## src/rtl/alu_pipe.sv

```systemverilog
// alu_pipe: two-stage signed add/sub/pass ALU with valid/ready handshake, accumulator and optional saturation
module alu_pipe #(
    parameter int WIDTH = 5,
    parameter bit SAT   = 1'b0
) (
    input  logic             clk,
    input  logic             rst_n,
    input  logic             in_valid,
    output logic             in_ready,
    input  logic [WIDTH-1:0] Din1,
    input  logic [WIDTH-1:0] Din2,
    input  logic [1:0]       Sel,
    input  logic             acc_sel,
    input  logic             acc_clr,
    output logic             out_valid,
    input  logic             out_ready,
    output logic [WIDTH-1:0] out,
    output logic             ovf
);
    localparam logic [WIDTH-1:0] MAX = {1'b0, {(WIDTH-1){1'b1}}};
    localparam logic [WIDTH-1:0] MIN = {1'b1, {(WIDTH-1){1'b0}}};

    logic             s1_valid, s1_acc, s2_free, s1_adv, take, res_ovf;
    logic [WIDTH-1:0] s1_a, s1_b, acc, res;
    logic [1:0]       s1_sel;
    logic [WIDTH:0]   ea, eb, sum;

    assign s2_free  = !out_valid || out_ready;
    assign s1_adv   = s1_valid && s2_free;
    assign in_ready = !s1_valid || s2_free;
    assign take     = in_valid && in_ready;

    // Pass ops sign-extend A unchanged, so the overflow test is naturally 0 for them
    always_comb begin
        ea      = {s1_a[WIDTH-1], s1_a};
        eb      = s1_acc ? {acc[WIDTH-1], acc} : {s1_b[WIDTH-1], s1_b};
        sum     = (s1_sel == 2'b00) ? ea + eb : (s1_sel == 2'b11) ? ea - eb : ea;
        res_ovf = sum[WIDTH] != sum[WIDTH-1];
        res     = (SAT && res_ovf) ? (sum[WIDTH] ? MIN : MAX) : sum[WIDTH-1:0];
    end

    always_ff @(posedge clk or negedge rst_n) begin
        if (!rst_n) begin
            s1_valid  <= 1'b0;
            s1_a      <= '0;
            s1_b      <= '0;
            s1_sel    <= 2'b00;
            s1_acc    <= 1'b0;
            out_valid <= 1'b0;
            out       <= '0;
            ovf       <= 1'b0;
            acc       <= '0;
        end else begin
            if (take) begin
                s1_a   <= Din1;
                s1_b   <= Din2;
                s1_sel <= Sel;
                s1_acc <= acc_sel;
            end
            s1_valid  <= take || (s1_valid && !s1_adv);
            out_valid <= s1_adv || (out_valid && !out_ready);
            if (s1_adv) begin
                out <= res;
                ovf <= res_ovf;
            end
            // Clear beats a same-edge write-back; the S2 result already used the old value
            if (acc_clr)
                acc <= '0;
            else if (s1_adv && s1_acc)
                acc <= res;
        end
    end
endmodule
```

## config.mk

```make
export PLATFORM = sky130hd
export DESIGN_NAME = alu_pipe
export DESIGN_NICKNAME = d
export VERILOG_FILES = /design/src/rtl/alu_pipe.sv
export SDC_FILE = /design/constraint.sdc
export NUM_CORES = 1
export LEC_CHECK = 0
export BUFFER_PORTS_ARGS = -buffer_cell sky130_fd_sc_hd__buf_2
export CORE_MARGIN = 1.5
export CORE_UTILIZATION = 60
export CTS_CLUSTER_DIAMETER = 60
export DETAILED_ROUTE_END_ITERATION = 12
export GPL_ROUTABILITY_DRIVEN = 0
export PLACE_DENSITY = 0.94
export SLEW_MARGIN = 10
export SYNTH_ARGS = -nofsm -noshare
export SYNTH_HDL_FRONTEND = slang
export SYNTH_SLANG_ARGS = --single-unit
```

## constraint.sdc

```tcl
create_clock -name clk -period 4.4 [get_ports clk]
set_clock_uncertainty 0.2 [all_clocks]
set_input_delay 0.66 -clock clk [delete_from_list [all_inputs] [get_ports clk]]
set_output_delay 0.66 -clock clk [all_outputs]
set_load 0.03 [all_outputs]
```

==> flow_summary.toml, run 1 <==
[critical_path]
reg2reg_slack_ns = 1.59
critical_path.cell_chain = "mux2_2, ha_1, inv_1, fa_1, and3_4, or3_1, a21oi_1, a211oi_2, mux2_2"
worstRegToRegCells = 9
r2r-start = "s1_acc"
crit_type = "reg -> reg"
cp_slowest_stage_delay_ns = 0.51
cp-end-kind = "register"
cp-start-kind = "register"
cp-endpoint = "out[4]"
cp.depth = 9
cpMostUsedCell = "mux2_2"
crit_required_ns = 4.41
crit_slowest_cell = "dfrtp_1"
crit_fanout = 7
crit_family = "adder cells"
reg2reg_to = "out[4]"
worst-endpoint-arrival_ns = 2.82
startpoint = "s1_acc"
crit_buf_inv = 1

[yosys]
ys.flop_type = "dfrtp_1"
seq_area_frac_synth_pct = 41.0
synth_edf_count = 0
yosys_warnings = 0
synth.distinct_cells = 35
netlist_instances = 153
synth.avg_cell_area_um2 = 10.4
synth-seq-cells = 26
synth.most_common_cell = "dfrtp_1"
yosysTopAreaCellShare_pct = 41.0
synth_fp_nets = 184
synth.largest_area_cell = "dfrtp_1"
synth_common_cells = "dfrtp_1, mux2_2, ha_1, nor2_1, o21ai_0"
yosys-top-cells-area = "dfrtp_1, mux2_2, ha_1, mux2i_1, o21ai_0"
syn_area_um2 = 1590
async_flop_share_pct = 100

[sta]
hold_viol = 0
slew_headroom_pct = 62.0
rsz0062_at_grt = "no"
fmax_mhz = 356
period_share_pct = 63.9
holdWs_ns = 0.120
setup_viol = 0
fin_ws_ns = 1.59
min_period_ns = 2.81
drv_slew = 0
tightest_slew_ns = 0.568
finalSetupTns_ns = 0

[global_route]
overflow = 0
grt_pass1_vias = 1197
grt_pass1_wl_mm = 5.01
grtUsageTotal_pct = 23.9
grt_max_degree = 27
antenna_found_initial = 0

[cts]
postCtsHoldBufs = 0
h-tree-depth = 1
clk_latency_ns = 0.31
cts_tree = "yes"
root_buffer = "clkbuf_4"
cts_sinks = 26
clock_path_buffers = 2
post_cts_buffers = 0
cts_buffers = 3
post_cts_resized = 0
clk_pin_slew_ns = 0.12

[floorplan]
die_y_um = 54.4
ios = 26
start_util_pct = 63.5
core_area_um2 = 2500
fp-row-count = 18
dieArea_um2 = 2960
die-width_um = 54.4

[placement]
port_buffers = 25
dpl.hpwl_mm = 2.58
pre_cts_ws_ns = 1.62
postPlaceCellArea_um2 = 1720

[route]
vias = 1218
route.antenna.remaining_nets = 0
detail_route.vias_per_cell = 5.91
wirelength_mm = 3.21
first_pass_iters = 5
drt_iter0_drc = 28
wl_per_cell_um = 15.6
drc = 0

[final_layout]
syn2layout_area_growth_pct = 9.78
fin_area_um2 = 1740
drive_gt1_share_pct = 26.7
fin_nets = 209
antenna_cells = 0

[pwr]
irDropWorstVdd_mv = 0.375
p_leak_nw = 0.848
power_density_nw_per_um2 = 458

[min_path]
hold_path.class = "in -> async"

[flow_run]
max_cap_violations = 0

[run_status]
run_status = "finished, final reports clean"
## kinds of logic (layout without fill, tap and decap cells)
logic type	Yosys count	in the layout	synth area share, %
xor+xnor	6	6	3.31
simple gates	43	43	14.0
fa+ha+maj	13	13	11.2
buf+inv	14	37	4.02
flops	26	26	41.0
compound gates	28	28	10.7
mux	23	23	15.8
## metrics by stage
stage	instances	power, mW	utilization [%]
after CTS	206	0.798	69.7
final	206	0.798	69.7
after global placement	203	0.679	68.8
after global routing	206	0.852	69.7
after floorplan	153	0.613	-
after detailed placement	203	0.708	68.8
## how the worst min path moves through the flow
stage               cells past startpoint  slack (ns)        end  startpoint
finish                                  1        0.12   s1_valid       rst_n
global route                            1        0.15  out_valid       rst_n
CTS                                     1        0.14     out[0]       rst_n
detailed placement                      2        0.26     out[1]      out[1]
global placement                        2        0.26     out[1]      out[1]
floorplan                               0        0.16     acc[0]       rst_n
## flip-flops by register name, indices dropped and copies added (netlist names)
name,flops
out_valid,1
s1_a,5
s1_b,5
ovf,1
acc,5
out,5
s1_sel,2
s1_acc,1
s1_valid,1
## cells in the final DEF, fill, tap and decap left out, types with 3 or more instances in the layout
cell,count
a21oi_1,7
buf_2,25
clkbuf_4,3
dfrtp_1,26
ha_1,11
inv_1,9
mux2_2,16
mux2i_1,7
nand2_1,9
nand2b_1,4
nand3_1,3
nand3b_1,3
nor2_1,11
nor3_1,5
o21ai_0,11
xnor2_1,3
xor2_1,3
## layout make-up
cell class / count / area (um2)
multi-input combinational: 113 / 872
inverter: 9 / 33.8
sequential: 26 / 651
fill: 183 / 758
timing repair buffer: 25 / 125
clock buffer: 3 / 22.5
tap: 30 / 37.5
## report_power, final
part,internal [mW],switching [mW]
clock,0.0320,0.0614
combinational,0.156,0.216
sequential,0.287,0.0458
## metal layers
metal,GRT usage (%),part of all wire [%],up-vias
li1,-,-,588
met1,26.6,41,577
met2,42.6,52,45
met3,6.28,4.8,8
met4,10.4,1.7,0
met5,0,0,-
(Power assumes the default switching activity.)
==> run 2: changes to the inputs <==
--- a/config.mk
+++ b/config.mk
@@ -5,13 +5,14 @@
 export SDC_FILE = /design/constraint.sdc
 export NUM_CORES = 1
 export LEC_CHECK = 0
+export ABC_AREA = 1
 export BUFFER_PORTS_ARGS = -buffer_cell sky130_fd_sc_hd__buf_2
 export CORE_MARGIN = 1.5
-export CORE_UTILIZATION = 60
+export CORE_UTILIZATION = 55
 export CTS_CLUSTER_DIAMETER = 60
 export DETAILED_ROUTE_END_ITERATION = 12
 export GPL_ROUTABILITY_DRIVEN = 0
-export PLACE_DENSITY = 0.94
+export PLACE_DENSITY = 0.88
 export SLEW_MARGIN = 10
 export SYNTH_ARGS = -nofsm -noshare
 export SYNTH_HDL_FRONTEND = slang
==> constraint.sdc (replaced) <==
create_clock -name clk -period 2.9 [get_ports clk]
set_clock_uncertainty 0.2 [all_clocks]
set_input_delay 0.435 -clock clk [delete_from_list [all_inputs] [get_ports clk]]
set_output_delay 0.435 -clock clk [all_outputs]
set_load 0.03 [all_outputs]
==> run 2 against run 1 <==
  * Sequential share of layout area down 0.84 points
  * Largest power group unchanged
  * Synthesized cell count grew 20%
  * Critical endpoint is now ovf
  * Flip-flop and latch count did not move
  * Utilization is 4.5 points lower
  * Register-to-register slack worse by 1.3 ns
  * Final cell count is 17% higher
  * Fmax up 6.3%
  * Clock-buffer cell count unchanged
  * Clock power rose to 2.8 times the previous value
  * Via count is 7.7% higher
  * Setup slack got worse by 1.3 ns
==> flow_summary.toml, run 2 <==
[run_status]
run_status = "finished, final reports clean"

[final_layout]
syn2layout_area_growth_pct = 12.7
final_common_cell = "nand2_1"
drive_gt1_share_pct = 25.2
fin_nets = 242
most-common-layout-cells = "nand2_1, dfrtp_1, buf_2, inv_1, o21ai_0"
antenna_cells = 0
fin_area_um2 = 1780

[pwr]
power.share.clock_pct = 18.7
p_comb_share_pct = 45.3
p_int_mw = 0.804
p_leak_nw = 0.924
pwr-share-seq_pct = 35.9
switching_share_pct = 42.0
power_density_nw_per_um2 = 778
p_switching_mw = 0.583
finalPower_mw = 1.39
irDropWorstVdd_mv = 0.508

[cts]
clock_path_buffers = 2
cts_buffers = 3
clk_pin_slew_ns = 0.15
clk_latency_ns = 0.34
root_buffer = "clkbuf_4"
cts_sinks = 26
h-tree-depth = 1
cts_tree = "yes"
post_cts_resized = 0

[yosys]
netlist_instances = 184
synth.largest_area_cell = "dfrtp_1"
synth_common_cells = "nand2_1, dfrtp_1, inv_1"
synth.distinct_cells = 25
async_flop_share_pct = 100
synth.most_common_cell = "nand2_1"
yosys_warnings = 0
synth_edf_count = 0
seq_area_frac_synth_pct = 41.1
synth.avg_cell_area_um2 = 8.60
synth_fp_nets = 215
synth-seq-cells = 26
yosysTopAreaCellShare_pct = 41.1
yosys-top-cells-area = "dfrtp_1, nand2_1, ha_1, mux2_2, inv_1"
ys.flop_type = "dfrtp_1"
syn_area_um2 = 1580

[critical_path]
crit_fanout = 12
cp-start-kind = "register"
crit_buf_inv = 2
critical_path.cell_chain = "o21ai_0, inv_1, fa_1, nand3_1, nand3_2, a21oi_2, inv_1, nand2_2, nand2_1, nand3_1, nand2_1"
cp_slowest_stage_delay_ns = 0.52
crit_required_ns = 2.96
crit_family = "compound AO/OA/AOI/OAI gates"
crit_slowest_cell = "dfrtp_1"
worst-endpoint-arrival_ns = 2.70
cp-end-kind = "register"
crit_type = "reg -> reg"

[floorplan]
core_area_um2 = 2730
fp-row-count = 19
die-width_um = 56.6
start_util_pct = 57.8
dieArea_um2 = 3210
die_y_um = 56.6
ios = 26

[min_path]
hold_path.class = "in -> reg"

[sta]
period_share_pct = 91.2
min_period_ns = 2.64
slew_headroom_pct = 61.0
rsz0062_at_grt = "no"
fmax_mhz = 378
finalSetupTns_ns = 0
tightest_slew_ns = 0.585
setup_viol = 0
hold_viol = 0
drv_slew = 0

[route]
wl_met1_mm = 1.43
drc = 0
drt_iter0_drc = 34
met3WireLength_um = 179
route.antenna.remaining_nets = 0
wl_met2_mm = 1.72
dr.max_layer_used = "met4"
first_pass_iters = 6
detail_route.vias_per_cell = 5.44
wl_per_cell_um = 14.2
wirelength_mm = 3.43
vias = 1312

[global_route]
grt_pass1_vias = 1370
grtUsageTotal_pct = 23.9
grt_max_degree = 27
grt_pass1_wl_mm = 5.85
antenna_found_initial = 0
overflow = 0

[placement]
dpl.hpwl_mm = 2.64
postPlaceCellArea_um2 = 1720
port_buffers = 25

[flow_run]
max_cap_violations = 0
run 2: layout make-up:
type / instances / area, um2
clock inverters: 1 / 30.0
well taps: 31 / 38.8
multi-input cells: 129 / 811
clock buffers: 3 / 22.5
fillers: 231 / 952
repair buffers: 26 / 135
inverters: 25 / 93.8
flip-flops and latches: 26 / 651
run 2: layer usage:
layer / vias to the layer above / GRT usage (%)
met1: 606 / 27.7
met3: 10 / 3.92
met5: - / 0
met4: 0 / 9.18
met2: 45 / 43.5
li1: 651 / -
run 2: worst register-to-register path, cell delays in order (launching register included):
cell,delay (ns)
dfrtp_1,0.52
o21ai_0,0.48
inv_1,0.16
fa_1,0.48
nand3_1,0.16
nand3_2,0.09
a21oi_2,0.15
inv_1,0.06
nand2_2,0.08
nand2_1,0.05
nand3_1,0.07
nand2_1,0.05
run 2: power groups by stage:
| stage | logic [mW] | registers [mW] | clock network (mW) |
|---|---|---|---|
| 2_1_floorplan | 0.406 | 0.567 | 0 |
| 3_3_place_gp | 0.590 | 0.499 | 0 |
| 3_5_place_dp | 0.619 | 0.505 | 0 |
| 4_1_cts | 0.626 | 0.498 | 0.259 |
| 5_1_grt | 0.701 | 0.508 | 0.274 |
| 6_report | 0.628 | 0.498 | 0.260 |
run 2: stage by stage:
stage / std cells / util (%) / setup slack [ns] / hold slack, ns
finish: 241 / 65.2 / 0.256 / 0.112
global route: 241 / 65.2 / 0.0800 / 0.107
CTS: 241 / 65.2 / 0.266 / 0.113
detailed placement: 236 / 62.9 / 0.311 / 0.259
global placement: 236 / 62.9 / 0.413 / 0.254
floorplan: 184 / - / 0.512 / -0.0606
run 2: timing repair:
| action | in CTS | in global routing |
|---|---|---|
| buffers inserted | 0 | 0 |
| hold buffers | 1 | 0 |
| endpoints found under the hold margin | 26 | 0 |
run 2: cells by family (layout without fill, tap and decap cells):
group | Yosys count | count (layout) | share of synthesized area, %
AO/OA/AOI/OAI | 32 | 32 | 11.8
XOR/XNOR | 1 | 1 | 0.554
adder cells (fa/ha/maj) | 13 | 13 | 11.2
buffers and inverters | 29 | 55 | 7.60
flip-flops | 26 | 26 | 41.1
multiplexers | 12 | 12 | 8.54
AND/OR/NAND/NOR | 71 | 71 | 19.1
run 2: final timing paths:
| check | start | endpoint | slack [ns] | cells past startpoint |
|---|---|---|---|---|
| setup / recovery | s1_acc | ovf | 0.26 | 11 |
| hold / removal | Sel[1] | s1_sel[1] | 0.11 | 2 |
| setup reg to reg | s1_acc | ovf | 0.26 | 11 |
| hold reg to reg | ovf | ovf | 0.30 | 2 |
| max in group asynchronous | rst_n | out[1] | 1.71 | 2 |
| min in group asynchronous | rst_n | s1_valid | 0.40 | 2 |
